<file path="src/rtl/ps2_keyboard.sv">
// ps2_keyboard: PS/2 keyboard receiver with scan-code-set-2 to ASCII translation
// and a two-register CPU read port.
//   sys_clock  : system clock, all state on rising edge
//   reset_n    : asynchronous active-low reset
//   cpu_clken  : CPU clock enable, qualifies r_en
//   ps2_clk    : PS/2 clock (asynchronous, idle high)
//   ps2_data   : PS/2 data  (asynchronous, idle high)
//   address    : 0 = KBD data register, 1 = KBDCR status
//   r_en       : CPU read strobe
//   dout       : read data (combinational mux)
//   key_ready  : character pending
//   clr_screen : one-cycle clear-screen request (F1)
//   reset_key  : one-cycle system reset request (F12)
module ps2_keyboard #(
    parameter int unsigned FILTER_LEN = 8,
    parameter int unsigned TIMEOUT    = 50000
) (
    input  logic       sys_clock,
    input  logic       reset_n,
    input  logic       cpu_clken,
    input  logic       ps2_clk,
    input  logic       ps2_data,
    input  logic       address,
    input  logic       r_en,
    output logic [7:0] dout,
    output logic       key_ready,
    output logic       clr_screen,
    output logic       reset_key
);

    localparam int unsigned FILT_W = (FILTER_LEN > 1) ? $clog2(FILTER_LEN) : 1;
    localparam int unsigned TO_W   = (TIMEOUT > 1) ? $clog2(TIMEOUT) : 1;

    typedef enum logic [1:0] {
        ST_IDLE   = 2'd0,
        ST_DATA   = 2'd1,
        ST_PARITY = 2'd2,
        ST_STOP   = 2'd3
    } state_e;

    logic              clk_s1_q, clk_s2_q, dat_s1_q, dat_s2_q;
    logic              filt_clk_q;
    logic [FILT_W-1:0] filt_cnt_q;
    logic              filt_flip_c, fall_c;

    state_e            state_q;
    logic [2:0]        bit_cnt_q;
    logic [7:0]        shreg_q;
    logic              par_q;
    logic [TO_W-1:0]   to_cnt_q;
    logic              rx_valid_q;
    logic [7:0]        rx_code_q;

    logic [7:0]        data_q, data_d;
    logic              key_ready_q, key_ready_d;
    logic              clr_q, clr_d, rstk_q, rstk_d;
    logic              shift_q, shift_d, ext_q, ext_d, brk_q, brk_d;
    logic [7:0]        tr_c;

    // Scan code -> {valid, 7-bit ASCII}; letters are always uppercase.
    function automatic logic [7:0] translate(input logic [7:0] code, input logic sh);
        logic       v;
        logic [6:0] ch;
        v  = 1'b1;
        ch = 7'h00;
        case (code)
            8'h1C: ch = 7'h41; 8'h32: ch = 7'h42; 8'h21: ch = 7'h43; 8'h23: ch = 7'h44;
            8'h24: ch = 7'h45; 8'h2B: ch = 7'h46; 8'h34: ch = 7'h47; 8'h33: ch = 7'h48;
            8'h43: ch = 7'h49; 8'h3B: ch = 7'h4A; 8'h42: ch = 7'h4B; 8'h4B: ch = 7'h4C;
            8'h3A: ch = 7'h4D; 8'h31: ch = 7'h4E; 8'h44: ch = 7'h4F; 8'h4D: ch = 7'h50;
            8'h15: ch = 7'h51; 8'h2D: ch = 7'h52; 8'h1B: ch = 7'h53; 8'h2C: ch = 7'h54;
            8'h3C: ch = 7'h55; 8'h2A: ch = 7'h56; 8'h1D: ch = 7'h57; 8'h22: ch = 7'h58;
            8'h35: ch = 7'h59; 8'h1A: ch = 7'h5A;
            8'h16: ch = sh ? 7'h21 : 7'h31;
            8'h1E: ch = sh ? 7'h40 : 7'h32;
            8'h26: ch = sh ? 7'h23 : 7'h33;
            8'h25: ch = sh ? 7'h24 : 7'h34;
            8'h2E: ch = sh ? 7'h25 : 7'h35;
            8'h36: ch = sh ? 7'h5E : 7'h36;
            8'h3D: ch = sh ? 7'h26 : 7'h37;
            8'h3E: ch = sh ? 7'h2A : 7'h38;
            8'h46: ch = sh ? 7'h28 : 7'h39;
            8'h45: ch = sh ? 7'h29 : 7'h30;
            8'h0E: ch = sh ? 7'h7E : 7'h60;
            8'h4E: ch = sh ? 7'h5F : 7'h2D;
            8'h55: ch = sh ? 7'h2B : 7'h3D;
            8'h54: ch = sh ? 7'h7B : 7'h5B;
            8'h5B: ch = sh ? 7'h7D : 7'h5D;
            8'h5D: ch = sh ? 7'h7C : 7'h5C;
            8'h4C: ch = sh ? 7'h3A : 7'h3B;
            8'h52: ch = sh ? 7'h22 : 7'h27;
            8'h41: ch = sh ? 7'h3C : 7'h2C;
            8'h49: ch = sh ? 7'h3E : 7'h2E;
            8'h4A: ch = sh ? 7'h3F : 7'h2F;
            8'h29: ch = 7'h20;
            8'h5A: ch = 7'h0D;
            8'h66: ch = 7'h5F;
            8'h76: ch = 7'h1B;
            default: v = 1'b0;
        endcase
        return {v, ch};
    endfunction

    // Two-flop synchronizers, reset to the idle-high level.
    always_ff @(posedge sys_clock or negedge reset_n) begin
        if (!reset_n) begin
            clk_s1_q <= 1'b1;
            clk_s2_q <= 1'b1;
            dat_s1_q <= 1'b1;
            dat_s2_q <= 1'b1;
        end else begin
            clk_s1_q <= ps2_clk;
            clk_s2_q <= clk_s1_q;
            dat_s1_q <= ps2_data;
            dat_s2_q <= dat_s1_q;
        end
    end

    // Glitch filter: flip only after FILTER_LEN consecutive differing samples.
    assign filt_flip_c = (clk_s2_q != filt_clk_q) && (filt_cnt_q == FILT_W'(FILTER_LEN - 1));
    assign fall_c      = filt_flip_c & filt_clk_q;

    always_ff @(posedge sys_clock or negedge reset_n) begin
        if (!reset_n) begin
            filt_clk_q <= 1'b1;
            filt_cnt_q <= '0;
        end else if (clk_s2_q == filt_clk_q) begin
            filt_cnt_q <= '0;
        end else if (filt_flip_c) begin
            filt_clk_q <= ~filt_clk_q;
            filt_cnt_q <= '0;
        end else begin
            filt_cnt_q <= filt_cnt_q + FILT_W'(1);
        end
    end

    // Frame receiver: start, 8 data LSB first, odd parity, stop; with inter-edge timeout.
    always_ff @(posedge sys_clock or negedge reset_n) begin
        if (!reset_n) begin
            state_q    <= ST_IDLE;
            bit_cnt_q  <= '0;
            shreg_q    <= '0;
            par_q      <= 1'b0;
            to_cnt_q   <= '0;
            rx_valid_q <= 1'b0;
            rx_code_q  <= '0;
        end else begin
            rx_valid_q <= 1'b0;
            if (fall_c) begin
                to_cnt_q <= '0;
                case (state_q)
                    ST_IDLE: begin
                        if (!dat_s2_q) begin
                            state_q   <= ST_DATA;
                            bit_cnt_q <= '0;
                        end
                    end
                    ST_DATA: begin
                        shreg_q   <= {dat_s2_q, shreg_q[7:1]};
                        bit_cnt_q <= bit_cnt_q + 3'd1;
                        if (bit_cnt_q == 3'd7) state_q <= ST_PARITY;
                    end
                    ST_PARITY: begin
                        par_q   <= dat_s2_q;
                        state_q <= ST_STOP;
                    end
                    default: begin
                        if (dat_s2_q && (^{shreg_q, par_q})) begin
                            rx_valid_q <= 1'b1;
                            rx_code_q  <= shreg_q;
                        end
                        state_q <= ST_IDLE;
                    end
                endcase
            end else if (state_q == ST_IDLE) begin
                to_cnt_q <= '0;
            end else if (to_cnt_q == TO_W'(TIMEOUT - 1)) begin
                to_cnt_q <= '0;
                state_q  <= ST_IDLE;
            end else begin
                to_cnt_q <= to_cnt_q + TO_W'(1);
            end
        end
    end

    assign tr_c = translate(rx_code_q, shift_q);

    // Scan-code interpretation: prefix flags, shift tracking, function keys, char latch.
    always_comb begin
        data_d      = data_q;
        key_ready_d = key_ready_q;
        clr_d       = 1'b0;
        rstk_d      = 1'b0;
        shift_d     = shift_q;
        ext_d       = ext_q;
        brk_d       = brk_q;
        if (cpu_clken && r_en && !address) key_ready_d = 1'b0;
        if (rx_valid_q) begin
            if (rx_code_q == 8'hE0) begin
                ext_d = 1'b1;
            end else if (rx_code_q == 8'hF0) begin
                brk_d = 1'b1;
            end else begin
                ext_d = 1'b0;
                brk_d = 1'b0;
                if (brk_q) begin
                    if (rx_code_q == 8'h12 || rx_code_q == 8'h59) shift_d = 1'b0;
                end else if (!ext_q) begin
                    if (rx_code_q == 8'h12 || rx_code_q == 8'h59) begin
                        shift_d = 1'b1;
                    end else if (rx_code_q == 8'h05) begin
                        clr_d = 1'b1;
                    end else if (rx_code_q == 8'h07) begin
                        rstk_d = 1'b1;
                    end else if (tr_c[7]) begin
                        // A new character wins over a same-cycle clearing read.
                        data_d      = {1'b1, tr_c[6:0]};
                        key_ready_d = 1'b1;
                    end
                end
            end
        end
    end

    always_ff @(posedge sys_clock or negedge reset_n) begin
        if (!reset_n) begin
            data_q      <= '0;
            key_ready_q <= 1'b0;
            clr_q       <= 1'b0;
            rstk_q      <= 1'b0;
            shift_q     <= 1'b0;
            ext_q       <= 1'b0;
            brk_q       <= 1'b0;
        end else begin
            data_q      <= data_d;
            key_ready_q <= key_ready_d;
            clr_q       <= clr_d;
            rstk_q      <= rstk_d;
            shift_q     <= shift_d;
            ext_q       <= ext_d;
            brk_q       <= brk_d;
        end
    end

    assign key_ready  = key_ready_q;
    assign clr_screen = clr_q;
    assign reset_key  = rstk_q;
    assign dout       = address ? {key_ready_q, 7'b0} : data_q;

endmodule

</file>
<file path="config.mk">
export PLATFORM = sky130hd
export DESIGN_NAME = ps2_keyboard
export DESIGN_NICKNAME = d
export VERILOG_FILES = /design/src/rtl/ps2_keyboard.sv
export SDC_FILE = /design/constraint.sdc
export NUM_CORES = 1
export LEC_CHECK = 0
export ABC_AREA = 1
export CORE_UTILIZATION = 55
export DETAILED_ROUTE_END_ITERATION = 8
export DONT_BUFFER_PORTS = 1
export GPL_ROUTABILITY_DRIVEN = 0
export PLACE_DENSITY = 0.74
export SKIP_CTS_REPAIR_TIMING = 1
export SLEW_MARGIN = 0
export SYNTH_ARGS = -nofsm -noshare
export SYNTH_HDL_FRONTEND = slang
export SYNTH_SLANG_ARGS = --single-unit
</file>
<file path="constraint.sdc">
create_clock -name sys_clock -period 4.4 [get_ports sys_clock]
set_clock_uncertainty 0.05 [all_clocks]
set_input_delay 0.88 -clock sys_clock [delete_from_list [all_inputs] [get_ports sys_clock]]
set_output_delay 0.88 -clock sys_clock [all_outputs]
set_load 0.03 [all_outputs]
</file>
# After elaboration in Yosys (flattened, before gate mapping)
# Cells that the tools add are included.
[word_totals]
input_bits = 7
reg_bits = 61
output_inout_bits = 11
wordCells = 197
[classes]
n_reduce_logical = 22
eq_ne = 69
add_sub_neg = 3
n_bitwise = 11
n_mux = 72
[op_table]
columns = ["op", "count"]
rows = [
  ["$pmux 7 s51", 1],
  ["$eq 8x6->1 const B", 23],
  ["$eq 8x7->1 const B", 21],
  ["$mux 5", 13],
  ["$eq 8x5->1 const B", 8],
  ["$reduce_or 51->1", 1],
  ["$mux 16", 3],
  ["$mux 1", 37],
  ["$mux 7", 3],
  ["$mux 6", 3],
  ["$add 16x1->16 const B", 1],
  ["$eq 16x16->1 const B", 1],
  ["$eq 8x3->1 const B", 2],
  ["$eq 8x8->1 const B", 2],
  ["$mux 3", 4],
  ["$mux 2", 5],
  ["$not 1->1", 10],
  ["$reduce_and 2->1", 5],
  ["$reduce_and 9->1", 1],
  ["$reduce_xor 9->1", 1],
  ["$eq 8x4->1 const B", 1],
  ["$mux 8", 1],
  ["$add 3x1->3 const B", 2],
  ["$eq 3x3->1 const B", 2],
  ["other kinds (19)", 26],
]

# Logic depth before layout (Yosys ltp)
# Gate-level depths: netlist of run 1.
[logic_depth]
ltp_word = 12
depth_mapped = 14
mapped_depth_nobuf = 14

# Worst setup path before layout of run 1
# No wires, ideal clock.
[synth_path]
kind = "input to output"
startpoint = "input port address"
endpoint = "output port dout[7]"
t_required_ns = 3.470
cell_stages = 2
n_path_buf = 1
arrival_time_ns = 1.771
slack_ns = 1.699
path_cell_list = "clkbuf_1 > o21ai_0"
[synth_between]
elab_chain_cells = 1
[synth_rtl]
columns = ["element", "line_no", "rtl"]
rows = [
  ["start: declaration", "23", "input logic address,"],
  ["$mux 8", "248", "assign dout = address ? {key_ready_q, 7'b0} : data_q;"],
  ["end: declaration", "25", "output logic [7:0] dout,"],
]
# No other way between the ends.

# Final worst setup path of run 1
# Ends and elaborated chain as after synthesis.

==> impl_results.md, run 1 <==
- Outcome: finished clean
- Largest cells by area after synthesis: dfrtp_1 36%, nand2_1 18%, nor2_1 9.1%, inv_1 6.2%, nand3_1 5.0%
- Num CTS Buffers: 9
- Period utilization: 57.2%
- Seq/Total Area, Yosys: 39.2%
- Number of synthesized flops with an enable pin: 0
- Clock-pin slew on the worst setup and hold paths: 0.06 ns
- Max_slew headroom: 38.7%
- WP depth: 1
- Worst Setup End Kind: output port
- CTS sink count: 61
- Top cell type's share of synthesized area: 35.8%
- Die Ht: 86.3 um
- Worst setup path category: in -> out
- Leakage power: 2.29 nW
- CP delay by family, top: compound AO/OA/AOI/OAI gates
- CTS tree: done
- Via count: 3622
- #FFs+latches synth: 61
- DR iter-0 viols: 265
- Avg Inst Size Synth: 6.74 um^2
- Post-synth cell types: 36
- Arrival time at the worst endpoint: 1.59 ns
- GR Util All Layers: 25.3%
- Antenna violations before repair: 0
- Hold crit path type: in -> async
- Hold Vio Cnt, Final: 0
- R2R cell count: 8
- Area after DPL: 0.00398 mm^2
- Top FF cell, synth: dfrtp_1
- H-tree Lvls: 3
- Largest net degree at the start of global routing: 62
- Post-synth top area cell: dfrtp_1
- Buf+Inv Stages, Crit Path: 0
- Worst-path cell chain: o21ai_0
- PD cells: 271 mW/mm^2
- First-pass GRT wire length: 14.5 mm
- Fillers: 651
- Drc violations: 0
- Setup violators final: 0
- Final worst setup slack: 1.88 ns
- Reg2Reg Capture Point: state_q[1]
- CP required: 3.47 ns
- Worst-Skew Late Latency: 0.35 ns
- Critical Path Start: address
- Die width: 86.3 um
- Post-DR wirelength/cell: 12.8 um
- Post-DP HPWL: 6.62 mm
- Final Max Tran Viols: 0
- Fmax: 397 MHz
- Worst r2r src: filt_cnt_q[0]
- Die Area: 0.00745 mm^2
- Core region area: 0.00683 mm^2
- Root buf cell: clkbuf_8
- Initial Utilization: 57.2%
- Synth Warn #: 0
- Startpoint types: input pin
- Grt ovf: 0
- CP max stage delay: 0.71 ns
- Post-Syn Nets: 596
- Crit Path Max Fanout: 10
- Worst setup path end: dout[7]
- Max Cap Viol: 0
- RSZ-0062 raised after global routing: false
- FF-to-FF setup slack: 2.05 ns
- Ant diodes: 0
- Io pins: 18
- Slowest CP cell: o21ai_0
- Min cycle time layout: 2.52 ns
- Synth-to-layout area growth: 7.20%
- Routed Antenna Nets: 0
- Drt total wl: 8.74 mm
- Mapped cell area: 0.00391 mm^2
- Max clock buf depth: 2
- NumNets Final: 599
- Post-route cell area: 0.00419 mm^2
- Sum Neg Setup Slack: 0 ns
- Cells after Synth: 580
- Share of cells above drive strength 1: 7.99%
- # rows: 30
- Async SR Flop Fraction: 100%
- Number of global-route vias before repair: 3304
- PortBufs: 0
- DP Worst Slack: 1.88 ns
- Peak supply drop: 264 uV
- Slew @ Worst Pin: 0.911 ns
- DRT Pass-1 Iters: 6
- Vias per cell: 5.30
==> layer usage <==
layer | wire [um] | share of wire, % | global-route usage, % | up-vias
met5 | 0 | 0 | 0 | -
met4 | 380 | 4.3 | 14.7 | 0
li1 | - | - | - | 1835
met1 | 3710 | 42 | 30.9 | 1623
met2 | 4180 | 48 | 42.1 | 129
met3 | 480 | 5.5 | 4.57 | 35
==> state kept, by name (all words and copies together), names as in the netlist, 2 cells and up <==
name and flops:
shreg_q 8, rx_code_q 8, filt_cnt_q 3, to_cnt_q 16, state_q 2, data_q 8, bit_cnt_q 3
==> metrics by stage <==
stage	power [W]	instances	utilization [%]	hold slack, ns
floorplan	0.000624	580	-	0.295
global placement	0.000627	668	58.3	0.296
detailed placement	0.000631	668	58.3	0.299
CTS	0.00115	684	61.4	0.160
global route	0.00118	684	61.4	0.160
finish	0.00114	684	61.4	0.175
==> layout make-up <==
type | count | area (um^2) | area share [%]
clock buffer | 13 | 169 | 4.03
clock inverter | 3 | 42.5 | 1.01
inverter | 70 | 263 | 6.27
sequential | 61 | 1530 | 36.6
multi-input combinational | 441 | 2060 | 49.3
tap | 96 | 120 | 2.87
==> report_power, final <==
part / switching [W] / total, W / internal, W
clock: 0.000208 / 0.000515 / 0.000307
combinational: 0.0000168 / 0.0000308 / 0.0000140
sequential: 0.00000790 / 0.000590 / 0.000582
==> cell families (layout without fill, tap and decap cells) <==
kind of cell | count (synthesis) | in the layout | synth area share (%)
and+or+nand+nor | 360 | 360 | 39.1
buffers and inverters | 78 | 86 | 8.00
AOI/OAI and AO/OA | 62 | 62 | 8.51
DFF | 61 | 61 | 39.2
adders and majority gates | 9 | 9 | 2.88
xor gates and xnor gates | 9 | 9 | 2.02
muxes | 1 | 1 | 0.288
==> layout by cell type (no fill, tap or decap), drive strengths merged, types with 2 or more instances in the layout <==
cell type  instances
nor4               2
clkbuf            13
xor2               3
dfrtp             56
o21ai             37
inv               70
nand2            193
nor3               5
a21oi             19
nand3             40
nand3b             2
o211a              2
nor2             107
nand4              8
ha                 9
xnor2              6
dfstp              5
==> worst min-delay path by stage <==
stage	startpoint	to	cells after the start
after floorplan	clk_s1_q	clk_s2_q	0
after global placement	dat_s1_q	dat_s2_q	0
after detailed placement	dat_s1_q	dat_s2_q	0
after CTS	reset_n	state_q[1]	0
after global routing	reset_n	state_q[1]	0
final	reset_n	filt_cnt_q[2]	0
==> cell usage after synthesis (6+ instances only) <==
cell / number
nand2_1: 186
nor2_1: 95
inv_1: 65
dfrtp_1: 56
nand3_1: 39
o21ai_0: 35
a21oi_1: 18
nor2_2: 11
ha_1: 9
nand4_1: 8
xnor2_1: 6
No activity file was read; power rests on OpenSTA's default activity.
==> inputs of run 2 (changes only) <==
Settings changed: PLACE_DENSITY 0.74 to 0.77.
Clock period 4.4 ns to 2.2 ns, I/O delays scaled along.
==> impl_results.md, run 2 (synthesis gave the netlist of run 1 again) <==
- Max_slew headroom: 62.9% (was 38.7%)
- Cells after DPL: 677 (was 668)
- Hold crit path type: in -> reg (was in -> async)
- Root buf cell: clkbuf_8 (unchanged)
- Post-DR wirelength/cell: 12.8 um (about the same)
- Fillers: 631 (was 651)
- Die Ht: 86.3 um (unchanged)
- Peak supply drop: 491 uV (was 264 uV)
- PortBufs: 0 (unchanged)
- NumNets Final: 610 (was 599)
- Arrival time at the worst endpoint: 2.23 ns (was 1.59 ns)
- First-pass GRT wire length: 15.2 mm (was 14.5 mm)
- Commonest non-fill, non-tap cell in the layout: nand2_1 (unchanged)
- Outcome: finished clean (unchanged)
- CTS sink count: 61 (unchanged)
- Initial Utilization: 57.2% (unchanged)
- PD cells: 527 mW/mm^2 (was 271 mW/mm^2)
- Commonest non-fill, non-tap cells in the layout: 186 x nand2_1, 92 x nor2_1, 65 x inv_1, 55 x dfrtp_1, 39 x nand3_1 (was 186 x nand2_1, 95 x nor2_1, 65 x inv_1, 56 x dfrtp_1, 39 x nand3_1)
- Drc violations: 0 (unchanged)
- Io pins: 18 (unchanged)
- GR Util All Layers: 26.1% (was 25.3%)
- Min cycle time layout: 2.07 ns
- Worst Setup End Kind: flop (was output port)
- Leakage power: 2.36 nW (was 2.29 nW)
- Share of cells above drive strength 1: 9.85% (was 7.99%)
- Worst-Skew Late Latency: 0.33 ns (was 0.35 ns)
- Core region area: 0.00683 mm^2 (unchanged)
- CP required: 2.36 ns (was 3.47 ns)
- Clock-pin slew on the worst setup and hold paths: 0.06 ns (about the same)
- Vias per cell: 5.31 (was 5.30)
- Largest reg by FF count: to_cnt_q (unchanged)
- Grt ovf: 0 (unchanged)
- Worst setup path category: reg -> reg (was in -> out)
- Max clock buf depth: 2 (unchanged)
- Hold Vio Cnt, Final: 0 (unchanged)
- Period utilization: 93.9%
- Largest net degree at the start of global routing: 62 (unchanged)
- Total power: 0.00227 W (was 0.00114 W)
- Final Max Tran Viols: 0 (unchanged)
- Slew @ Worst Pin: 0.555 ns (was 0.911 ns)
- Setup violators final: 0 (unchanged)
- Max Cap Viol: 0 (unchanged)
- Num CTS Buffers: 9 (unchanged)
- # rows: 30 (unchanged)
- H-tree Lvls: 3 (unchanged)
- Ant diodes: 0 (unchanged)
- DRT Pass-1 Iters: 5 (was 6)
- Via count: 3688 (was 3622)
- Crit Path Max Fanout: 9 (was 10)
- Routed Antenna Nets: 0 (unchanged)
- DR iter-0 viols: 283 (was 265)
- Max reg flops: 16 (unchanged)
- Antenna violations before repair: 0 (unchanged)
- CTS tree: done (unchanged)
- Startpoint types: flop (was input pin)
- Post-DP HPWL: 6.55 mm (was 6.62 mm)
- Fin cells: 695 (was 684)
- Die Area: 0.00745 mm^2 (unchanged)
- Number of global-route vias before repair: 3544 (was 3304)
- Die width: 86.3 um (unchanged)
- Drt total wl: 8.89 mm (was 8.74 mm)
- Synth-to-layout area growth: 10.4% (was 7.20%)
- Fmax: 484 MHz
==> run 2: per-stage QoR <==
stage          setup TNS [ns]  setup slack (ns)  instance area [um^2]  utilization [%]  hold WS, ns
5_1_grt             -0.000537         -0.000537                  4320             63.2       0.0293
6_report                    0             0.134                  4320             63.2       0.0494
4_1_cts                     0             0.104                  4250             62.3       -0.265
3_5_place_dp                0             0.119                  4050             59.2       0.0957
2_1_floorplan               0             0.379                  3910                -       0.0944
3_3_place_gp                0             0.222                  4050             59.2       0.0956
==> run 2: layout make-up <==
cell class / count / area [um^2] / share of cell area (%)
multi-input combinational: 441 / 2090 / 48.4
sequential: 61 / 1530 / 35.5
inverter: 70 / 263 / 6.09
clock buffer: 15 / 176 / 4.09
tap: 96 / 120 / 2.78
timing repair buffer: 11 / 105 / 2.43
clock inverter: 1 / 30.0 / 0.695
==> run 2: power breakdown <==
group | internal, W | switching (W) | total, W
Sequential | 0.00116 | 0.0000161 | 0.00118
Combinational | 0.0000348 | 0.0000521 | 0.0000869
Clock | 0.000618 | 0.000390 | 0.00101
==> run 2: worst max-delay path, cell delays in order (launching register included) <==
cell and delay (ns):
dfrtp_2 0.48, inv_2 0.10, nand2_1 0.14, nor2_1 0.34, nand2_1 0.12, nand2_1 0.13, nor2_2 0.07, nand2_1 0.10
nor2_2 0.06, nand3_4 0.12, nand2_4 0.10, nand2_1 0.08, nand2_1 0.05
==> run 2: per-layer routing <==
layer	part of all wire, %	wire [um]	track usage (%)
met2	47	4200	43.0
met5	0	0	0
met3	6.3	557	5.33
met1	43	3810	32.6
met4	3.7	331	13.6
==> run 2: path summary, 6_finish.rpt <==
kind,from,end,cells past startpoint,slack (ns)
worst max-delay path,rx_code_q[0],data_q[2],12,0.13
worst min-delay path,ps2_data,dat_s1_q,0,0.05
worst max register to register,rx_code_q[0],data_q[2],12,0.13
worst min register to register,dat_s1_q,dat_s2_q,0,0.31
max in group asynchronous,reset_n,dat_s1_q,2,1.22
min in group asynchronous,reset_n,to_cnt_q[8],2,0.57
==> inputs of run 3 (changes only) <==
Settings changed: CORE_MARGIN set to 2.
==> impl_results.md, run 3 (synthesis gave the netlist of run 1 again) <==
- CTS sink count: 61 (unchanged)
- Ant diodes: 0 (unchanged)
- Max Cap Viol: 0 (unchanged)
- Final Max Tran Viols: 0 (unchanged)
- Fillers: 606 (was 631)
- Slew @ Worst Pin: 0.568 ns (was 0.555 ns)
- Worst hold path cell count: 0 (unchanged)
- Drc violations: 0 (unchanged)
- Initial Utilization: 57.2% (unchanged)
- GR Util All Layers: 25.6% (was 26.1%)
- NumNets Final: 612 (was 610)
- Total power: 0.00221 W (was 0.00227 W)
- Via count: 3801 (was 3688)
- Grt ovf: 0 (unchanged)
- Synth-to-layout area growth: 10.3% (was 10.4%)
- Vias per cell: 5.45 (was 5.31)
- DR iter-0 viols: 391 (was 283)
- Post-DP HPWL: 6.81 mm (was 6.55 mm)
- Sum Neg Setup Slack: 0 ns (unchanged)
- Commonest non-fill, non-tap cells in the layout: 185 x nand2_1, 94 x nor2_1, 65 x inv_1, 55 x dfrtp_1, 39 x nand3_1 (was 186 x nand2_1, 92 x nor2_1, 65 x inv_1, 55 x dfrtp_1, 39 x nand3_1)
- Fin cells: 697 (was 695)
- Setup violators final: 0 (unchanged)
- Core region area: 0.00683 mm^2 (unchanged)
- CP required: 2.37 ns (was 2.36 ns)
- Number of global-route vias before repair: 3638 (was 3544)
- FF-to-FF setup slack: 0.15 ns (was 0.13 ns)
- Worst hold endpoint: dat_s1_q (unchanged)
- Largest reg by FF count: to_cnt_q (unchanged)
- CP max stage delay: 0.47 ns (was 0.48 ns)
- Worst-Skew Late Latency: 0.33 ns (about the same)
- Worst setup path category: reg -> reg (unchanged)
- Fmax: 489 MHz (was 484 MHz)
- Cell mode on critical path: nand2_1 (unchanged)
- Min cycle time layout: 2.05 ns (was 2.07 ns)
- H-tree Lvls: 3 (unchanged)
- Max clock buf depth: 2 (unchanged)
- Reg2Reg Capture Point: data_q[6] (was data_q[2])
- Area after DPL: 0.00406 mm^2 (was 0.00405 mm^2)
- Util after Layout: 63.1% (was 63.2%)
- Post-route cell area: 0.00431 mm^2 (was 0.00432 mm^2)
- CTS tree: done (unchanged)
- Hold crit path type: in -> reg (unchanged)
- Arrival time at the worst endpoint: 2.21 ns (was 2.23 ns)
- Largest net degree at the start of global routing: 62 (unchanged)
- Share of cells above drive strength 1: 9.98% (was 9.85%)
- Worst r2r src: rx_code_q[0] (unchanged)
- PortBufs: 0 (unchanged)
- Cells after DPL: 678 (was 677)
- Antenna violations before repair: 0 (unchanged)
- R2R cell count: 12 (unchanged)
- Clock-pin slew on the worst setup and hold paths: 0.06 ns (about the same)
- Max_slew headroom: 62.0% (was 62.9%)
- Hold Vio Cnt, Final: 0 (unchanged)
- Startpoint types: flop (unchanged)
- First-pass GRT wire length: 15.6 mm (was 15.2 mm)
- Worst Setup End Kind: flop (unchanged)
- Worst-path cell chain: inv_2 > nand2_1 > nor2_2 > nand2_1 > o21ai_0 > nor2_1 > nand2_2 > nor2_4 > nand3_4 > nand2_4 > nand2_1 > nand2_1 (was inv_2 > nand2_1 > nor2_1 > nand2_1 > nand2_1 > nor2_2 > nand2_1 > nor2_2 > nand3_4 > nand2_4 > nand2_1 > nand2_1)
- Peak supply drop: 429 uV (was 491 uV)
- Max reg flops: 16 (unchanged)
- Root buf cell: clkbuf_8 (unchanged)
- Num CTS Buffers: 9 (unchanged)
- Period utilization: 93.0% (was 93.9%)
- DRT Pass-1 Iters: 7 (was 5)
- Slowest CP cell: dfrtp_2 (unchanged)
- Hold Crit Start: ps2_data (unchanged)
- Outcome: finished clean (unchanged)
- Drt total wl: 9.08 mm (was 8.89 mm)
- CP delay by family, top: simple AND/OR/NAND/NOR gates (unchanged)
- Io pins: 18 (unchanged)
- Die Area: 0.00780 mm^2 (was 0.00745 mm^2)
- Leakage power: 2.36 nW (about the same)
- Commonest non-fill, non-tap cell in the layout: nand2_1 (unchanged)
- # rows: 30 (unchanged)
- Buf+Inv Stages, Crit Path: 1 (unchanged)
- Crit Path Max Fanout: 9 (unchanged)
- PD cells: 511 mW/mm^2 (was 527 mW/mm^2)
- Routed Antenna Nets: 0 (unchanged)
- Die Ht: 88.3 um (was 86.3 um)
- Post-DR wirelength/cell: 13.0 um (was 12.8 um)
- Die width: 88.3 um (was 86.3 um)
## run 3: through the flow
step	setup slack (ns)	hold slack, ns
3_5_place_dp	0.131	0.0954
5_1_grt	-0.00275	0.0306
4_1_cts	0.116	-0.267
3_3_place_gp	0.238	0.0957
2_1_floorplan	0.379	0.0944
6_report	0.154	0.0537
## run 3: how the worst max path moves through the flow
| stage | startpoint | to | slack, ns | depth (start not counted) |
|---|---|---|---|---|
| 6_report | rx_code_q[0] | data_q[6] | 0.15 | 12 |
| 5_1_grt | rx_code_q[0] | data_q[6] | -0.003 | 13 |
| 4_1_cts | rx_code_q[0] | data_q[6] | 0.12 | 10 |
| 3_5_place_dp | rx_code_q[0] | data_q[6] | 0.13 | 10 |
| 3_3_place_gp | rx_code_q[0] | data_q[3] | 0.24 | 12 |
| 2_1_floorplan | address | dout[7] | 0.38 | 2 |
## run 3: final cells by class
| type | instances | area, um^2 | area share [%] |
|---|---|---|---|
| clock buffer | 14 | 153 | 3.54 |
| clock inverter | 2 | 35.0 | 0.812 |
| inverter | 70 | 263 | 6.09 |
| multi-input combinational | 441 | 2090 | 48.4 |
| sequential | 61 | 1530 | 35.6 |
| tap | 96 | 120 | 2.79 |
| timing repair buffer | 13 | 120 | 2.79 |
## run 3: per-layer routing
metal	GRT usage, %	routed length (um)	vias up
met5	0	0	-
li1	-	-	1863
met2	41.7	4350	185
met1	32.1	3710	1708
met3	4.48	589	45
met4	15.2	430	0
## run 3: power breakdown
group	internal (W)	switching, W
clock	0.000554	0.000387
combinational	0.0000336	0.0000511
sequential	0.00116	0.0000158
